`src/rtl/cdb_if.sv`:
```
// CDB arbiter bus: ALU and load/store result inputs, plus the registered common data bus output.
// Handshake: a source transfer happens at a rising edge where valid & ready are both 1; ready never depends on valid.
interface cdb_if #(
    parameter int TAG_W  = 4,
    parameter int DATA_W = 32
) ();
    logic              alu_valid;
    logic              alu_ready;
    logic [TAG_W-1:0]  alu_tag;
    logic [DATA_W-1:0] alu_value;
    logic [31:0]       alu_topc;
    logic              alu_topc_vld;

    logic              lsb_valid;
    logic              lsb_ready;
    logic [TAG_W-1:0]  lsb_tag;
    logic [DATA_W-1:0] lsb_value;

    logic              cdb_valid;
    logic              cdb_src;
    logic [TAG_W-1:0]  cdb_tag;
    logic [DATA_W-1:0] cdb_value;
    logic [31:0]       cdb_topc;
    logic              cdb_topc_vld;

    modport slave (
        input  alu_valid, alu_tag, alu_value, alu_topc, alu_topc_vld,
        input  lsb_valid, lsb_tag, lsb_value,
        output alu_ready, lsb_ready,
        output cdb_valid, cdb_src, cdb_tag, cdb_value, cdb_topc, cdb_topc_vld
    );

    modport master (
        output alu_valid, alu_tag, alu_value, alu_topc, alu_topc_vld,
        output lsb_valid, lsb_tag, lsb_value,
        input  alu_ready, lsb_ready,
        input  cdb_valid, cdb_src, cdb_tag, cdb_value, cdb_topc, cdb_topc_vld
    );
endinterface

```
`src/rtl/cdb_arbiter.sv`:
```
// Writeback scheduler: two small per-source result FIFOs drained round-robin onto one registered CDB.
// Debug outputs expose FIFO occupancy and the round-robin pointer.
module cdb_arbiter #(
    parameter int TAG_W  = 4,
    parameter int DATA_W = 32,
    parameter int DEPTH  = 2
) (
    input  logic                   clk,
    input  logic                   rst,
    input  logic                   rdy,
    input  logic                   clear,
    cdb_if.slave                   bus,
    output logic [$clog2(DEPTH):0] o_dbg_alu_count,
    output logic [$clog2(DEPTH):0] o_dbg_lsb_count,
    output logic                   o_dbg_last_grant
);
    localparam int PTR_W = $clog2(DEPTH);
    localparam int CNT_W = PTR_W + 1;
    localparam int ALU_W = TAG_W + DATA_W + 33;
    localparam int LSB_W = TAG_W + DATA_W;
    localparam logic [CNT_W-1:0] FULL = CNT_W'(DEPTH);

    logic [ALU_W-1:0]  r_alu_mem [DEPTH];
    logic [LSB_W-1:0]  r_lsb_mem [DEPTH];
    logic [PTR_W-1:0]  r_alu_wptr, r_alu_rptr, r_lsb_wptr, r_lsb_rptr;
    logic [CNT_W-1:0]  r_alu_count, r_lsb_count;
    logic              r_last_grant;

    logic              r_cdb_valid, r_cdb_src, r_cdb_topc_vld;
    logic [TAG_W-1:0]  r_cdb_tag;
    logic [DATA_W-1:0] r_cdb_value;
    logic [31:0]       r_cdb_topc;

    logic              w_run, w_alu_ready, w_lsb_ready, w_alu_push, w_lsb_push;
    logic              w_alu_ne, w_lsb_ne, w_grant_alu, w_grant_lsb;
    logic [TAG_W-1:0]  w_alu_tag, w_lsb_tag;
    logic [DATA_W-1:0] w_alu_value, w_lsb_value;
    logic [31:0]       w_alu_topc;
    logic              w_alu_topc_vld;

    always_comb begin
        w_run       = rdy & ~clear;
        w_alu_ready = w_run & (r_alu_count < FULL);
        w_lsb_ready = w_run & (r_lsb_count < FULL);
        w_alu_push  = bus.alu_valid & w_alu_ready;
        w_lsb_push  = bus.lsb_valid & w_lsb_ready;
        w_alu_ne    = (r_alu_count != '0);
        w_lsb_ne    = (r_lsb_count != '0);
        // On a tie the source that did not win last time goes next.
        w_grant_alu = w_run & w_alu_ne & (~w_lsb_ne | r_last_grant);
        w_grant_lsb = w_run & w_lsb_ne & (~w_alu_ne | ~r_last_grant);
        {w_alu_tag, w_alu_value, w_alu_topc, w_alu_topc_vld} = r_alu_mem[r_alu_rptr];
        {w_lsb_tag, w_lsb_value} = r_lsb_mem[r_lsb_rptr];
    end

    // Storage needs no reset: a slot is only read after it has been written.
    always_ff @(posedge clk) begin
        if (w_alu_push)
            r_alu_mem[r_alu_wptr] <= {bus.alu_tag, bus.alu_value, bus.alu_topc, bus.alu_topc_vld};
        if (w_lsb_push)
            r_lsb_mem[r_lsb_wptr] <= {bus.lsb_tag, bus.lsb_value};
    end

    always_ff @(posedge clk or negedge rst) begin
        if (!rst) begin
            r_alu_wptr     <= '0;
            r_alu_rptr     <= '0;
            r_alu_count    <= '0;
            r_lsb_wptr     <= '0;
            r_lsb_rptr     <= '0;
            r_lsb_count    <= '0;
            r_last_grant   <= 1'b1;
            r_cdb_valid    <= 1'b0;
            r_cdb_src      <= 1'b0;
            r_cdb_tag      <= '0;
            r_cdb_value    <= '0;
            r_cdb_topc     <= '0;
            r_cdb_topc_vld <= 1'b0;
        end else if (rdy) begin
            if (clear) begin
                r_alu_wptr   <= '0;
                r_alu_rptr   <= '0;
                r_alu_count  <= '0;
                r_lsb_wptr   <= '0;
                r_lsb_rptr   <= '0;
                r_lsb_count  <= '0;
                r_last_grant <= 1'b1;
                r_cdb_valid  <= 1'b0;
            end else begin
                if (w_alu_push) r_alu_wptr <= r_alu_wptr + 1'b1;
                if (w_grant_alu) r_alu_rptr <= r_alu_rptr + 1'b1;
                case ({w_alu_push, w_grant_alu})
                    2'b10:   r_alu_count <= r_alu_count + 1'b1;
                    2'b01:   r_alu_count <= r_alu_count - 1'b1;
                    default: r_alu_count <= r_alu_count;
                endcase

                if (w_lsb_push) r_lsb_wptr <= r_lsb_wptr + 1'b1;
                if (w_grant_lsb) r_lsb_rptr <= r_lsb_rptr + 1'b1;
                case ({w_lsb_push, w_grant_lsb})
                    2'b10:   r_lsb_count <= r_lsb_count + 1'b1;
                    2'b01:   r_lsb_count <= r_lsb_count - 1'b1;
                    default: r_lsb_count <= r_lsb_count;
                endcase

                if (w_grant_alu) begin
                    r_cdb_valid    <= 1'b1;
                    r_cdb_src      <= 1'b0;
                    r_cdb_tag      <= w_alu_tag;
                    r_cdb_value    <= w_alu_value;
                    r_cdb_topc     <= w_alu_topc;
                    r_cdb_topc_vld <= w_alu_topc_vld;
                    r_last_grant   <= 1'b0;
                end else if (w_grant_lsb) begin
                    r_cdb_valid    <= 1'b1;
                    r_cdb_src      <= 1'b1;
                    r_cdb_tag      <= w_lsb_tag;
                    r_cdb_value    <= w_lsb_value;
                    r_cdb_topc     <= '0;
                    r_cdb_topc_vld <= 1'b0;
                    r_last_grant   <= 1'b1;
                end else begin
                    r_cdb_valid    <= 1'b0;
                end
            end
        end
    end

    assign bus.alu_ready     = w_alu_ready;
    assign bus.lsb_ready     = w_lsb_ready;
    assign bus.cdb_valid     = r_cdb_valid;
    assign bus.cdb_src       = r_cdb_src;
    assign bus.cdb_tag       = r_cdb_tag;
    assign bus.cdb_value     = r_cdb_value;
    assign bus.cdb_topc      = r_cdb_topc;
    assign bus.cdb_topc_vld  = r_cdb_topc_vld;
    assign o_dbg_alu_count   = r_alu_count;
    assign o_dbg_lsb_count   = r_lsb_count;
    assign o_dbg_last_grant  = r_last_grant;
endmodule

```
`src/flat_wrapper.sv`:
```
// flat-port wrapper written by rule: the top's interface ports become plain ports
module cdb_arbiter_flat 
#(
    parameter int TAG_W  = 4,
    parameter int DATA_W = 32,
    parameter int DEPTH  = 2
)
  (clk, rst, rdy, clear, o_dbg_alu_count, o_dbg_lsb_count, o_dbg_last_grant, bus_alu_valid, bus_alu_tag, bus_alu_value, bus_alu_topc, bus_alu_topc_vld, bus_lsb_valid, bus_lsb_tag, bus_lsb_value, bus_alu_ready, bus_lsb_ready, bus_cdb_valid, bus_cdb_src, bus_cdb_tag, bus_cdb_value, bus_cdb_topc, bus_cdb_topc_vld);
  cdb_if #(.TAG_W(TAG_W), .DATA_W(DATA_W)) bus_i ();
  input  logic clk;
  input  logic rst;
  input  logic rdy;
  input  logic clear;
  output logic [$clog2(DEPTH):0] o_dbg_alu_count;
  output logic [$clog2(DEPTH):0] o_dbg_lsb_count;
  output logic o_dbg_last_grant;
  input wire logic [$bits(bus_i.alu_valid)-1:0] bus_alu_valid;
  input wire logic [$bits(bus_i.alu_tag)-1:0] bus_alu_tag;
  input wire logic [$bits(bus_i.alu_value)-1:0] bus_alu_value;
  input wire logic [$bits(bus_i.alu_topc)-1:0] bus_alu_topc;
  input wire logic [$bits(bus_i.alu_topc_vld)-1:0] bus_alu_topc_vld;
  input wire logic [$bits(bus_i.lsb_valid)-1:0] bus_lsb_valid;
  input wire logic [$bits(bus_i.lsb_tag)-1:0] bus_lsb_tag;
  input wire logic [$bits(bus_i.lsb_value)-1:0] bus_lsb_value;
  output wire logic [$bits(bus_i.alu_ready)-1:0] bus_alu_ready;
  output wire logic [$bits(bus_i.lsb_ready)-1:0] bus_lsb_ready;
  output wire logic [$bits(bus_i.cdb_valid)-1:0] bus_cdb_valid;
  output wire logic [$bits(bus_i.cdb_src)-1:0] bus_cdb_src;
  output wire logic [$bits(bus_i.cdb_tag)-1:0] bus_cdb_tag;
  output wire logic [$bits(bus_i.cdb_value)-1:0] bus_cdb_value;
  output wire logic [$bits(bus_i.cdb_topc)-1:0] bus_cdb_topc;
  output wire logic [$bits(bus_i.cdb_topc_vld)-1:0] bus_cdb_topc_vld;
  assign bus_i.alu_valid = bus_alu_valid;
  assign bus_i.alu_tag = bus_alu_tag;
  assign bus_i.alu_value = bus_alu_value;
  assign bus_i.alu_topc = bus_alu_topc;
  assign bus_i.alu_topc_vld = bus_alu_topc_vld;
  assign bus_i.lsb_valid = bus_lsb_valid;
  assign bus_i.lsb_tag = bus_lsb_tag;
  assign bus_i.lsb_value = bus_lsb_value;
  assign bus_alu_ready = bus_i.alu_ready;
  assign bus_lsb_ready = bus_i.lsb_ready;
  assign bus_cdb_valid = bus_i.cdb_valid;
  assign bus_cdb_src = bus_i.cdb_src;
  assign bus_cdb_tag = bus_i.cdb_tag;
  assign bus_cdb_value = bus_i.cdb_value;
  assign bus_cdb_topc = bus_i.cdb_topc;
  assign bus_cdb_topc_vld = bus_i.cdb_topc_vld;
  cdb_arbiter #(.TAG_W(TAG_W), .DATA_W(DATA_W), .DEPTH(DEPTH)) u_core (.clk(clk), .rst(rst), .rdy(rdy), .clear(clear), .bus(bus_i), .o_dbg_alu_count(o_dbg_alu_count), .o_dbg_lsb_count(o_dbg_lsb_count), .o_dbg_last_grant(o_dbg_last_grant));
endmodule
```
`config.mk`:
```
export PLATFORM = sky130hd
export DESIGN_NAME = cdb_arbiter_flat
export DESIGN_NICKNAME = d
export VERILOG_FILES = /design/src/rtl/cdb_if.sv /design/src/rtl/cdb_arbiter.sv /design/src/flat_wrapper.sv
export SDC_FILE = /design/constraint.sdc
export NUM_CORES = 1
export LEC_CHECK = 0
export BUFFER_PORTS_ARGS = -buffer_cell sky130_fd_sc_hd__buf_2
export CAP_MARGIN = 25
export CORE_MARGIN = 3
export CORE_UTILIZATION = 59
export CTS_BUF_LIST = sky130_fd_sc_hd__clkbuf_4 sky130_fd_sc_hd__clkbuf_8 sky130_fd_sc_hd__clkbuf_16
export CTS_CLUSTER_SIZE = 20
export DETAILED_ROUTE_END_ITERATION = 7
export PLACE_DENSITY = 0.86
export SETUP_SLACK_MARGIN = 0.4
export SLEW_MARGIN = 20
export SYNTH_ARGS = -nofsm -noshare
export SYNTH_HDL_FRONTEND = slang
export SYNTH_SLANG_ARGS = --single-unit
```
`constraint.sdc`:
```
create_clock -name clk -period 9.92 [get_ports clk]
set_input_delay 0.992 -clock clk [delete_from_list [all_inputs] [get_ports clk]]
set_output_delay 0.992 -clock clk [all_outputs]
set_load 0.01 [all_outputs]
```
# Word level (Yosys, flattened, before mapping)
# Memory sizes are Yosys's and may differ from the RTL's.
# Cells that the tools add are included.
# totals
ff_bits	80
ram_bits	210
input_bits	111
elab_cells	92
memories	2
# classes
add_sub_neg	8
order_cmp	2
eq_ne	4
mux	30
bitwise_logic	15
reduce_logical	18
# memory_table
memory	depth	width	rd	rd_ports_with_merged_regs	wr	line_no	source
u_core.r_alu_mem	2	69	1	0	1	cdb_arbiter.sv:23	logic [ALU_W-1:0] r_alu_mem [DEPTH];
u_core.r_lsb_mem	2	36	1	0	1	cdb_arbiter.sv:24	logic [LSB_W-1:0] r_lsb_mem [DEPTH];
# ops
cell	count
2-to-1 mux 32 bit	4
2-to-1 mux 1 bit	20
AND reduction 2 bit	7
nonzero test 2 bit	7
AND 1 bit	9
nonzero test 3 bit	3
2-to-1 mux 4 bit	2
one-hot mux 2 bit (2 select lines)	2
adder 1 bit, second input constant	4
adder 2 x 1 -> 2 bit, second input constant	2
== test 2 x 1 -> 1 bit, second input constant	2
== test 2 bit, second input constant	2
< comparator 2 bit, second input constant	2
2-to-1 mux 2 bit	2
inverter 1 bit	4
subtractor 2 x 1 -> 2 bit, second input constant	2
AND reduction 3 bit	1
OR 1 bit	2

# Longest topological paths before layout
# logic_depth
depth_word	7
depth_mapped	7
mapped_depth_nobuf	4

# Least setup slack after synthesis
# Ideal clock, no wire load.
# synth_timing
kind	input-to-reg
start	in clear
end	mem u_core.r_alu_mem[0][0] (netlist bit), enable pin
setup_ps	581
t_arrival_ps	5996
t_required_ps	9339
slack_ps	3343
path_stages	3
path_cell_list	nand2b_1 > buf_6 > nor3_1
# synth_via
elab_chain_len	6
# synth_lines
element	line_no	source
start, declared	flat_wrapper.sv:13	input logic clear;
inverter 1 bit (no source line)	--	
AND 1 bit	cdb_arbiter.sv:42	w_run = rdy & ~clear;
AND 1 bit	cdb_arbiter.sv:43	w_alu_ready = w_run & (r_alu_count < FULL);
AND 1 bit	cdb_arbiter.sv:45	w_alu_push = bus.alu_valid & w_alu_ready;
2-to-1 mux 1 bit	cdb_arbiter.sv:58	if (w_alu_push)
2-to-1 mux 1 bit (implied by the code)	cdb_arbiter.sv:59	r_alu_mem[r_alu_wptr] <= {bus.alu_tag, bus.alu_value, bus.alu_topc, bus.alu_topc_vld};
end, declared	cdb_arbiter.sv:23	
# No other way between the ends.

# Worst setup path after layout
# layout_timing
start	in clear
end	out bus_alu_ready
# layout_via
elab_chain_len	3
# layout_lines
element	line_no	source
inverter 1 bit (no source line)	--	
AND 1 bit	cdb_arbiter.sv:42	
AND 1 bit	cdb_arbiter.sv:43	
end, declared	flat_wrapper.sv:25	output wire logic [$bits(bus_i.alu_ready)-1:0] bus_alu_ready;
# No other way between the ends.

==> metrics.txt <==
# TYPE chip_impl_metric gauge
chip_impl_info{name="status",value="completed"} 1
chip_impl_metric{name="syn_nets",unit=""} 768
chip_impl_metric{name="site_rows",unit=""} 49
chip_impl_metric{name="nNetsFinal",unit=""} 963
chip_impl_metric{name="die_area",unit="mm²"} 0.02014
chip_impl_metric{name="track_usage",unit="%"} 21.51
chip_impl_info{name="root_buffer",value="sky130_fd_sc_hd__clkbuf_16"} 1
chip_impl_metric{name="wire_length_of_the_first_global_routing_pass",unit="µm"} 33910
chip_impl_metric{name="rr_worst_depth",unit=""} 3
chip_impl_metric{name="synth_seq_cells",unit=""} 290
chip_impl_info{name="timing.rr.start",value="u_core.o_dbg_alu_count[1]"} 1
chip_impl_info{name="synth.cells.most_frequent",value="sky130_fd_sc_hd__edfxtp_1, sky130_fd_sc_hd__mux2i_1, sky130_fd_sc_hd__dfrtp_1, sky130_fd_sc_hd__nand2_1, sky130_fd_sc_hd__o21ai_0"} 1
chip_impl_metric{name="post_cts_repair_setup_buffers",unit=""} 0
chip_impl_metric{name="arrival",unit="ns"} 1.98
chip_impl_metric{name="final.setup.tns",unit="ns"} 0
chip_impl_metric{name="synth-edff-count",unit=""} 210
chip_impl_metric{name="ir_worst_vdd",unit="V"} 0.0002410
chip_impl_metric{name="area.growth.synth_to_final",unit="%"} 20.31
chip_impl_info{name="cp_top_family",value="simple AND/OR/NAND/NOR gates"} 1
chip_impl_metric{name="timing.final.crit_period",unit="ns"} 2.971
chip_impl_metric{name="worst_reg_to_reg_setup_slack",unit="ns"} 7.69
chip_impl_info{name="post-synth-top-count-cell",value="sky130_fd_sc_hd__edfxtp_1"} 1
chip_impl_metric{name="timing.slew.headroom",unit="%"} 31.91
chip_impl_info{name="synth_top_flop_cell",value="sky130_fd_sc_hd__edfxtp_1"} 1
chip_impl_metric{name="report.final.hold_viol_count",unit=""} 0
chip_impl_metric{name="wl",unit="µm"} 22120
chip_impl_metric{name="synth.yosys.seq_area_share",unit="%"} 76.25
chip_impl_metric{name="antenna_found_initial",unit=""} 3
chip_impl_metric{name="drt-vias-per-instance",unit=""} 5.580
chip_impl_metric{name="avgSynthCellArea",unit="µm²"} 16.59
chip_impl_metric{name="wl_per_cell",unit="µm"} 20.00
chip_impl_metric{name="detailedPlacementHpwl",unit="µm"} 13750
chip_impl_metric{name="grt_start_max_net_pins",unit=""} 99
chip_impl_metric{name="core_area",unit="mm²"} 0.01802
chip_impl_metric{name="critical_path_depth",unit=""} 4
chip_impl_metric{name="worst_skew_pair.late_latency",unit="ns"} 0.52
chip_impl_metric{name="starting_drt_drc_count",unit=""} 367
chip_impl_metric{name="synth.distinct_cells",unit=""} 36
chip_impl_metric{name="mappedNetlistArea",unit="mm²"} 0.01090
chip_impl_metric{name="final-max-slew-violation-count",unit=""} 0
chip_impl_metric{name="max_slew.worst_pin.slew",unit="ns"} 1.021
chip_impl_info{name="endpoint",value="bus_alu_ready"} 1
chip_impl_info{name="crit_slowest_cell",value="sky130_fd_sc_hd__nand2b_1"} 1
chip_impl_metric{name="cts.htree.levels",unit=""} 1
chip_impl_info{name="rr_endpoint",value="u_core.r_alu_mem[1][46]"} 1
chip_impl_metric{name="gp_congestion",unit=""} 0.8186
chip_impl_metric{name="number_of_gates_given_a_new_drive_strength_after_cts",unit=""} 0
chip_impl_metric{name="timing.max_cap.violations",unit=""} 0
chip_impl_metric{name="powerDensity",unit="mW/mm²"} 278.8
chip_impl_metric{name="finalClockSkew",unit="ns"} 0.006267
chip_impl_metric{name="holdBufCountCts",unit=""} 0
chip_impl_info{name="setup.worst_path.start",value="clear"} 1
chip_impl_metric{name="synth_warnings",unit=""} 0
chip_impl_metric{name="max_stage_delay",unit="ns"} 0.55
chip_impl_metric{name="clock_path_buffers",unit=""} 3
chip_impl_info{name="worst_setup_path_end_kind",value="primary output"} 1
chip_impl_metric{name="synthArstFlopShare",unit="%"} 27.59
chip_impl_metric{name="power.leakage",unit="nW"} 5.130
chip_impl_metric{name="critPathMaxFanout",unit=""} 12
chip_impl_metric{name="detail_route.drc_violations",unit=""} 0
chip_impl_info{name="timing.hold.worst.class",value="in -> async"} 1
chip_impl_info{name="tritoncts",value="built"} 1
chip_impl_info{name="cp_cell_sequence",value="buf_2 -> nand2b_1 -> nor2_1 -> buf_2"} 1
chip_impl_metric{name="antenna_left",unit=""} 0
chip_impl_metric{name="layout-drive-gt1-share",unit="%"} 33.30
chip_impl_metric{name="worst-endpoint-required",unit="ns"} 8.93
chip_impl_metric{name="die_height",unit="µm"} 141.9
chip_impl_metric{name="grt.overflow.total",unit=""} 0
chip_impl_info{name="critical-path-top-cell-by-count",value="sky130_fd_sc_hd__buf_2"} 1
chip_impl_metric{name="setup_viol",unit=""} 0
chip_impl_metric{name="io_pins",unit=""} 189
chip_impl_info{name="rsz0062_at_grt",value="false"} 1
chip_impl_metric{name="critical_path.n_buffers_inverters",unit=""} 2
chip_impl_metric{name="netlist.area_leader.share",unit="%"} 57.86
chip_impl_metric{name="total_clock_buffers_created_by_cts",unit=""} 29
chip_impl_info{name="type_of_the_worst_setup_path",value="in -> out"} 1
chip_impl_metric{name="cts_clk_pin_slew_worst_paths",unit="ns"} 0.06
chip_impl_metric{name="numPortBuffers",unit=""} 188
chip_impl_metric{name="max_freq",unit="MHz"} 336.6
chip_impl_info{name="synthDominantAreaCellType",value="sky130_fd_sc_hd__edfxtp_1"} 1
chip_impl_metric{name="final.period_utilization",unit="%"} 29.95
chip_impl_metric{name="total_power",unit="mW"} 3.655
chip_impl_info{name="ys_top_cells_by_area",value="sky130_fd_sc_hd__edfxtp_1, sky130_fd_sc_hd__dfrtp_1, sky130_fd_sc_hd__mux2i_1"} 1
chip_impl_metric{name="via_count_of_the_first_global_routing_pass",unit=""} 6381
chip_impl_metric{name="dr.pass1.iters",unit=""} 4
chip_impl_metric{name="detailroute.via_count",unit=""} 6172
chip_impl_metric{name="die-width",unit="µm"} 141.9
chip_impl_metric{name="clock_sink_count",unit=""} 290
chip_impl_metric{name="initial_core_util",unit="%"} 60.46
chip_impl_info{name="timing.critical_path.from_type",value="primary input"} 1
chip_impl_metric{name="synth_cells",unit=""} 657
==> through the flow <==
stage	cells	util, %	instance area, µm²	setup slack, ns	hold WS [ns]
after floorplan	657	-	10900	3.343	0.5049
after global placement	1050	66.88	12060	6.933	0.4577
after detailed placement	1050	66.88	12060	6.816	0.4665
after CTS	1103	72.70	13100	6.968	0.4441
after global routing	1106	72.74	13110	6.910	0.4634
final	1106	72.74	13110	6.949	0.4368
==> layout make-up <==
cell class              count  area (µm²)
fillers                  1115        4913
clock inverters             7       132.6
repair buffers            197        1011
flip-flops and latches    290        8314
diodes                      3       7.507
well taps                 229       286.5
clock buffers              46       915.9
multi-input cells         329        2425
inverters                   5       18.77
==> worst reg2reg max path: stages (launching register included) <==
cell and delay (ns):
sky130_fd_sc_hd__dfrtp_1 0.47, sky130_fd_sc_hd__nand2b_1 0.31, sky130_fd_sc_hd__nor3_2 0.19, sky130_fd_sc_hd__buf_4 0.75
==> sequential cells by signal, summed over array words and instances, names as in the netlist, 2 cells and up <==
signal	cells
u_core.r_alu_mem	138
u_core.r_lsb_mem	72
u_core.bus.cdb_topc	32
u_core.bus.cdb_value	32
u_core.bus.cdb_tag	4
u_core.o_dbg_alu_count	2
u_core.o_dbg_lsb_count	2
==> power breakdown <==
| group | switching [mW] | leakage, nW | total (mW) | internal [mW] |
|---|---|---|---|---|
| sequential | 0.161 | 2.90 | 1.67 | 1.51 |
| clock | 0.421 | 0.525 | 1.15 | 0.732 |
| combinational | 0.464 | 1.70 | 0.834 | 0.370 |
==> routing by layer <==
layer / vias up / GRT usage [%] / part of all wire [%]
met1: 3084 / 28.87 / 41
met3: 42 / 3.303 / 5.6
met4: 0 / 7.576 / 2.3
li1: 2846 / - / -
met2: 200 / 36.42 / 51
met5: - / 0 / 0
==> cell families after synthesis <==
| kind of cell | after synthesis | share of synthesized area, % |
|---|---|---|
| AO/OA/AOI/OAI | 91 | 4.811 |
| XOR/XNOR | 4 | 0.3215 |
| buffers and inverters | 38 | 1.757 |
| flip-flops | 290 | 76.25 |
| multiplexers | 138 | 13.04 |
| AND/OR/NAND/NOR | 96 | 3.823 |
==> worst min path at each step <==
stage / startpoint / endpoint / slack [ns] / cells after the start
finish: rst / u_core.bus.cdb_topc[4] / 0.44 / 1
detailed placement: u_core.bus.cdb_topc[15] / u_core.bus.cdb_topc[15] / 0.47 / 2
global route: rst / u_core.bus.cdb_topc[4] / 0.46 / 1
global placement: u_core.bus.cdb_src / u_core.bus.cdb_src / 0.46 / 1
CTS: rst / u_core.bus.cdb_topc[4] / 0.44 / 1
floorplan: u_core.r_alu_mem[0][23] / u_core.bus.cdb_topc[22] / 0.50 / 2
==> cells in the final DEF, fill, tap and decap left out, drive strengths merged <==
master,instances
a2111oi,1
a21o,3
a21oi,7
a221o,1
a221oi,4
a311o,1
and2b,1
and3,1
buf,197
bufinv,4
clkbuf,46
clkinv,3
dfrtp,79
dfstp,1
diode,3
edfxtp,210
inv,5
mux2,32
mux2i,106
nand2,67
nand2b,3
nand3,2
nor2,10
nor2b,3
nor3,8
o21a,2
o21ai,67
o221ai,1
o22ai,3
o31ai,1
or3,1
xnor2,3
xor2,1
(Power assumes the default switching activity.)
